## config.mk

```make
export PLATFORM = sky130hd
export DESIGN_NAME = synapse_mac
export DESIGN_NICKNAME = d
export VERILOG_FILES = /design/src/rtl/pbit_pkg.sv /design/src/rtl/z_sat_clamp.sv /design/src/rtl/synapse_mac.sv
export SDC_FILE = /design/constraint.sdc
export NUM_CORES = 1
export LEC_CHECK = 0
export ABC_AREA = 1
export BUFFER_PORTS_ARGS = -buffer_cell sky130_fd_sc_hd__buf_2
export CAP_MARGIN = 30
export CORE_AREA = 2 2 158 160
export DETAILED_ROUTE_END_ITERATION = 7
export DIE_AREA = 0 0 160 162
export PLACE_DENSITY_LB_ADDON = 0.05
export SLEW_MARGIN = 5
export SYNTH_ARGS = -nofsm -noshare
export SYNTH_HDL_FRONTEND = slang
export SYNTH_HIERARCHICAL = 1
export SYNTH_SLANG_ARGS = --single-unit
export TNS_END_PERCENT = 50
```

## constraint.sdc

```tcl
create_clock -name CLK -period 3.05 [get_ports CLK]
set_input_delay 0.61 -clock CLK [delete_from_list [all_inputs] [get_ports CLK]]
set_output_delay 0.61 -clock CLK [all_outputs]
set_load 0.01 [all_outputs]
```

## src/rtl/pbit_pkg.sv

```systemverilog
// rtl/pbit_pkg.sv - shared constants, state type and helpers for the p-bit datapath
//
// Purpose: definitions shared by the synapse accumulator and the p-bit tanh stage.
//   Z_WIDTH/Z_MAX/Z_MIN : format of the signed bias z fed to the tanh lookup
//   mac_state_t         : synapse_mac control states
//   clog2_min1          : ceil(log2(n)) with a minimum result of 1, for counter widths
package pbit_pkg;

  localparam int Z_WIDTH = 7;
  localparam int Z_MAX   = 63;
  localparam int Z_MIN   = -64;

  typedef enum logic [1:0] {
    IDLE  = 2'd0,
    ACCUM = 2'd1,
    CLAMP = 2'd2
  } mac_state_t;

  function automatic int clog2_min1(input int n);
    int r;
    r = 0;
    for (int i = 0; i < 31; i++) begin
      if ((1 << i) < n) r = i + 1;
    end
    return (r < 1) ? 1 : r;
  endfunction

endpackage

```

## src/rtl/z_sat_clamp.sv

```systemverilog
// rtl/z_sat_clamp.sv - arithmetic shift and saturation of a wide sum into the z format
//
// Purpose: combinational reduction of a signed ACC_WIDTH sum to the signed Z_WIDTH
// bias. The sum is arithmetic-shifted right by SCALE_SHIFT, then clamped to
// Z_MIN..Z_MAX.
// Ports:
//   acc : in  ACC_WIDTH  signed sum
//   z   : out Z_WIDTH    signed clamped result
//   sat : out 1          high when clamping changed the value
module z_sat_clamp
  import pbit_pkg::*;
#(
  parameter int ACC_WIDTH   = 16,
  parameter int SCALE_SHIFT = 0
) (
  input  logic [ACC_WIDTH-1:0] acc,
  output logic [Z_WIDTH-1:0]   z,
  output logic                 sat
);

  localparam logic signed [ACC_WIDTH-1:0] HI = ACC_WIDTH'(Z_MAX);
  localparam logic signed [ACC_WIDTH-1:0] LO = ACC_WIDTH'(Z_MIN);

  logic signed [ACC_WIDTH-1:0] s;

  assign s = $signed(acc) >>> SCALE_SHIFT;

  always_comb begin
    z   = s[Z_WIDTH-1:0];
    sat = 1'b0;
    if (s > HI) begin
      z   = Z_WIDTH'(Z_MAX);
      sat = 1'b1;
    end else if (s < LO) begin
      z   = Z_WIDTH'(Z_MIN);
      sat = 1'b1;
    end
  end

endmodule

```

## src/rtl/synapse_mac.sv

```systemverilog
// rtl/synapse_mac.sv - serial local-field accumulator producing the p-bit bias z
//
// Purpose: computes I = h + sum_j (m_j ? J_j : -J_j), one neighbour per cycle,
// then shifts and clamps I into the 7-bit signed z for the p-bit tanh stage.
// Ports:
//   CLK     : in  1                 clock, rising edge
//   RST     : in  1                 synchronous active-low reset
//   start   : in  1                 request an update (sampled only in IDLE)
//   m_in    : in  N_NEIGH           neighbour states, 1 = +1, 0 = -1
//   weights : in  N_NEIGH*W_WIDTH   flattened signed couplings J_j
//   h_bias  : in  H_WIDTH           signed self-bias
//   busy    : out 1                 update in progress
//   done    : out 1                 one-cycle pulse when z_out/sat update
//   z_out   : out 7                 signed clamped bias, held between updates
//   sat     : out 1                 clamping occurred on the last update
module synapse_mac
  import pbit_pkg::*;
#(
  parameter int N_NEIGH     = 8,
  parameter int W_WIDTH     = 8,
  parameter int H_WIDTH     = 8,
  parameter int ACC_WIDTH   = 16,
  parameter int SCALE_SHIFT = 0
) (
  input  logic                       CLK,
  input  logic                       RST,
  input  logic                       start,
  input  logic [N_NEIGH-1:0]         m_in,
  input  logic [N_NEIGH*W_WIDTH-1:0] weights,
  input  logic [H_WIDTH-1:0]         h_bias,
  output logic                       busy,
  output logic                       done,
  output logic [Z_WIDTH-1:0]         z_out,
  output logic                       sat
);

  localparam int IDX_W = clog2_min1(N_NEIGH);
  localparam logic [IDX_W-1:0] IDX_LAST = IDX_W'(N_NEIGH - 1);

  mac_state_t state, state_next;

  logic [N_NEIGH-1:0]         m_snap;
  logic [N_NEIGH*W_WIDTH-1:0] w_snap;
  logic [ACC_WIDTH-1:0]       acc;
  logic [IDX_W-1:0]           idx;

  logic [W_WIDTH-1:0]   j_sel;
  logic [ACC_WIDTH-1:0] j_ext;
  logic [ACC_WIDTH-1:0] term;
  logic [Z_WIDTH-1:0]   clamp_z;
  logic                 clamp_sat;

  // Negation happens after sign extension so that the most negative weight
  // flips to its positive magnitude without wrapping.
  assign j_sel = w_snap[idx*W_WIDTH +: W_WIDTH];
  assign j_ext = ACC_WIDTH'($signed(j_sel));
  assign term  = m_snap[idx] ? j_ext : (~j_ext + 1'b1);

  z_sat_clamp #(
    .ACC_WIDTH  (ACC_WIDTH),
    .SCALE_SHIFT(SCALE_SHIFT)
  ) u_clamp (
    .acc(acc),
    .z  (clamp_z),
    .sat(clamp_sat)
  );

  always_ff @(posedge CLK) begin
    if (!RST) state <= IDLE;
    else      state <= state_next;
  end

  always_comb begin
    state_next = state;
    case (state)
      IDLE:    if (start) state_next = ACCUM;
      ACCUM:   if (idx == IDX_LAST) state_next = CLAMP;
      CLAMP:   state_next = IDLE;
      default: state_next = IDLE;
    endcase
  end

  always_ff @(posedge CLK) begin
    if (!RST) begin
      m_snap <= '0;
      w_snap <= '0;
      acc    <= '0;
      idx    <= '0;
      busy   <= 1'b0;
      done   <= 1'b0;
      z_out  <= '0;
      sat    <= 1'b0;
    end else begin
      case (state)
        IDLE: begin
          done <= 1'b0;
          if (start) begin
            m_snap <= m_in;
            w_snap <= weights;
            acc    <= ACC_WIDTH'($signed(h_bias));
            idx    <= '0;
            busy   <= 1'b1;
          end
        end
        ACCUM: begin
          acc <= acc + term;
          // Hold at the last index instead of wrapping.
          if (idx != IDX_LAST) idx <= idx + 1'b1;
        end
        CLAMP: begin
          z_out <= clamp_z;
          sat   <= clamp_sat;
          done  <= 1'b1;
          busy  <= 1'b0;
        end
        default: begin
          done <= 1'b0;
          busy <= 1'b0;
        end
      endcase
    end
  end

endmodule
```

==> run metrics <==
Met1 Routed Length 9440 µm; area leader, netlist dfxtp_1; All-Layer GR Usage 0.146; top layer in use met4; root buffer cell clkbuf_16; first-pass GRT wire length 29800 µm; Req. time, crit path 3.27 ns; clock-pin slew on the worst setup and hold paths 0.08 ns; cell row count 57; die area 25900 µm²; Hold Fails Final Rpt 0; sequential fraction of the synthesis area 0.360; Worst-Margin Slew 0.841 ns; Slew Limit Fails 0; Comb power frac 0.421; GPL Wtd Cong 0.767; met3 wire len 432 µm; Top delay family on crit path compound AO/OA/AOI/OAI gates; total grt overflow 0; Synth async-reset ratio 0; Synth Area per Inst 6.81 µm²; DR WL/cell 14.3 µm; Power Dens Cells 624 nW/µm²; CP max stage cell dfxtp_4; synth-to-layout area growth 34.5%; Yosys top cell area share 0.360; Commonest cells post-synth nor2_1 (198), nand2_1 (128), o21ai_0 (108); Die W 160 µm; status completed; period utilization 0.990; Die H 162 µm; cells after synthesis 842; Final nets 1087; Post-Route WL 18700 µm; I/O pin cnt 93; Placement Cell Area 6960 µm²; switching share of total power 0.365; MaxCap Viol Count 0; Fin Hold WS 0.458 ns; register area 2070 µm²; FMAX 331 MHz; CORE AREA 24100 µm²; diode count 0; number of synthesized register bits 103; VDD IR max 0.225 mV; share of cells above drive strength 1 0.297; most frequent cell after synthesis nor2_1; dpl hpwl 14100 µm; CP Data Arrival Time 3.24 ns; leakage 3.52 nW; vias in the first global route 5518; crit path time final 3.02 ns; effective utilization at floorplan 0.238; first drt pass iteration count 4; H-tree Lvls 3; RSZ-0062 raised after global routing true; largest net degree at the start of global routing 52; fin area 7710 µm²; Multi-input gate area 3560 µm²; input/output buffers 92; fillers 2766; final core utilization 0.320; cell internal pwr 0.00305 W; sw power 0.00175 W; hold_buf cts 0; met2 wire length 8650 µm; Synth area leaders dfxtp_1 (36%), nor2_1 (13%), o21ai_0 (9.4%), nand2_1 (8.4%), ha_1 (5.0%); syn_nets 949; antenna-violating nets left 0; relative slew slack 0.438; Reg power frac 0.325; Num CTS Buffers 9; worst path cell trace buf_8, buf_12, o21ai_2, o22ai_1, inv_1, o21ai_4, inv_2, ha_4, nand2_4, nor2_1, nand2_1, nand2_4, a21oi_4, ha_4, a21oi_2, o21ai_1, nand2_1, nand2_1, a21oi_2, nand3_2, nand3_2, a21oi_2; final setup fails 0; Iter 0 DRT Violations 192; CTS max path bufs 2; Largest stage delay, worst path 0.39 ns; crit end category register; TritonCTS Sinks 103; EDFF count, synth 0; initial antenna violation count 0; Clock Skew 0.00834 ns; crit path kind reg -> reg; count of cell types in the netlist 38; Post-synth top flop dfxtp_1; Buf/Inv on CP 4; via count 5649; DRC Markers 0; crit path launch type register; Hold Crit Class reg -> reg; Cell Area, Synth 5730 µm²; Vias/cell 4.32; CP Max Fanout 8; CTS tree done; Yosys warning count 6; clock share of power 0.253; Worst-Skew Late Latency 0.36 ns
path summary, 6_finish.rpt:
check                                 end                    start  slack, ns  cells past startpoint
hold / removal    w_snap[15]$_SDFFE_PN0P_  w_snap[15]$_SDFFE_PN0P_       0.46                      2
hold reg to reg   w_snap[15]$_SDFFE_PN0P_  w_snap[15]$_SDFFE_PN0P_       0.46                      2
setup / recovery     acc[15]$_SDFFE_PN0P_      idx[0]$_SDFFE_PN0P_       0.03                     22
setup reg to reg     acc[15]$_SDFFE_PN0P_      idx[0]$_SDFFE_PN0P_       0.03                     22
state kept, by name (all words and copies together), names as in the netlist:
name	flops
acc	16
busy	1
done	1
idx	3
m_snap	8
sat	1
state	2
w_snap	64
z_out	7
routing by layer:
layer | GRT usage | vias to the layer above
li1 | - | 3018
met1 | 0.196 | 2541
met2 | 0.243 | 75
met3 | 0.0235 | 15
met4 | 0.0389 | 0
met5 | 0 | -
layout make-up:
type,instances,share of cell area
Clock inverter,4,0.00682
Inverter,65,0.0331
Clock buffer,12,0.0320
Multi-Input combinational cell,631,0.462
Sequential cell,103,0.268
Timing Repair Buffer,170,0.146
Tap cell,324,0.0526
worst min-delay path: cells and delay by family, from the launching register on:
kind,cells,cell delay [ns]
buffers and inverters,1,0.06
flip-flops,1,0.30
AO/OA/AOI/OAI,1,0.05
what timing repair did:
action	4_1_cts	5_1_grt
hold endpoints to repair	0	0
setup endpoints to repair	12	12
resized for setup	44	55
pin swaps	15	29
setup buffers	1	2
cloned	0	1
kinds of logic (layout without fill, tap and decap cells):
family                     after synthesis  in the layout  share of synthesized area
DFF                                    103            103                      0.360
xor gates and xnor gates                 5              5                    0.00764
and+or+nand+nor                        391            391                      0.290
AOI/OAI and AO/OA                      211            211                      0.206
buffers and inverters                  108            251                     0.0834
adders and majority gates               24             24                     0.0537
cell usage in the layout, fill, tap and decap left out, drive strengths merged:
cell and count:
a211o 1, nor3 4, ha 23, o211ai 5, nand3b 3, clkbuf 13
clkinv 2, o22ai 7, xor2 5, o21ai 130, a21oi 54, nand3 36
clkinvlp 1, nor2 204, fa 1, a21o 2, a21boi 3, buf 169
bufinv 1, dfxtp 103, inv 65, nand2 143, a31oi 6, o21bai 1
and2 1, o221ai 2
through the flow:
stage                     cells  setup TNS, ns  total power (W)  worst slack (ns)
after floorplan             842              0          0.00259             0.126
after global placement     1289          -1.90          0.00331            -0.304
after detailed placement   1289          -2.38          0.00329            -0.307
after CTS                  1306         -0.128          0.00468           -0.0486
after global routing       1309          -1.46          0.00517            -0.172
final                      1309              0          0.00481            0.0304
power groups by stage:
| stage | sequential (W) | clock [W] | combinational (W) |
|---|---|---|---|
| 3_5_place_dp | 0.00158 | 0 | 0.00171 |
| 3_3_place_gp | 0.00159 | 0 | 0.00172 |
| 4_1_cts | 0.00156 | 0.00128 | 0.00185 |
| 5_1_grt | 0.00158 | 0.00132 | 0.00227 |
| 2_1_floorplan | 0.00155 | 0 | 0.00105 |
| 6_report | 0.00156 | 0.00122 | 0.00203 |
(Power assumes the default switching activity.)
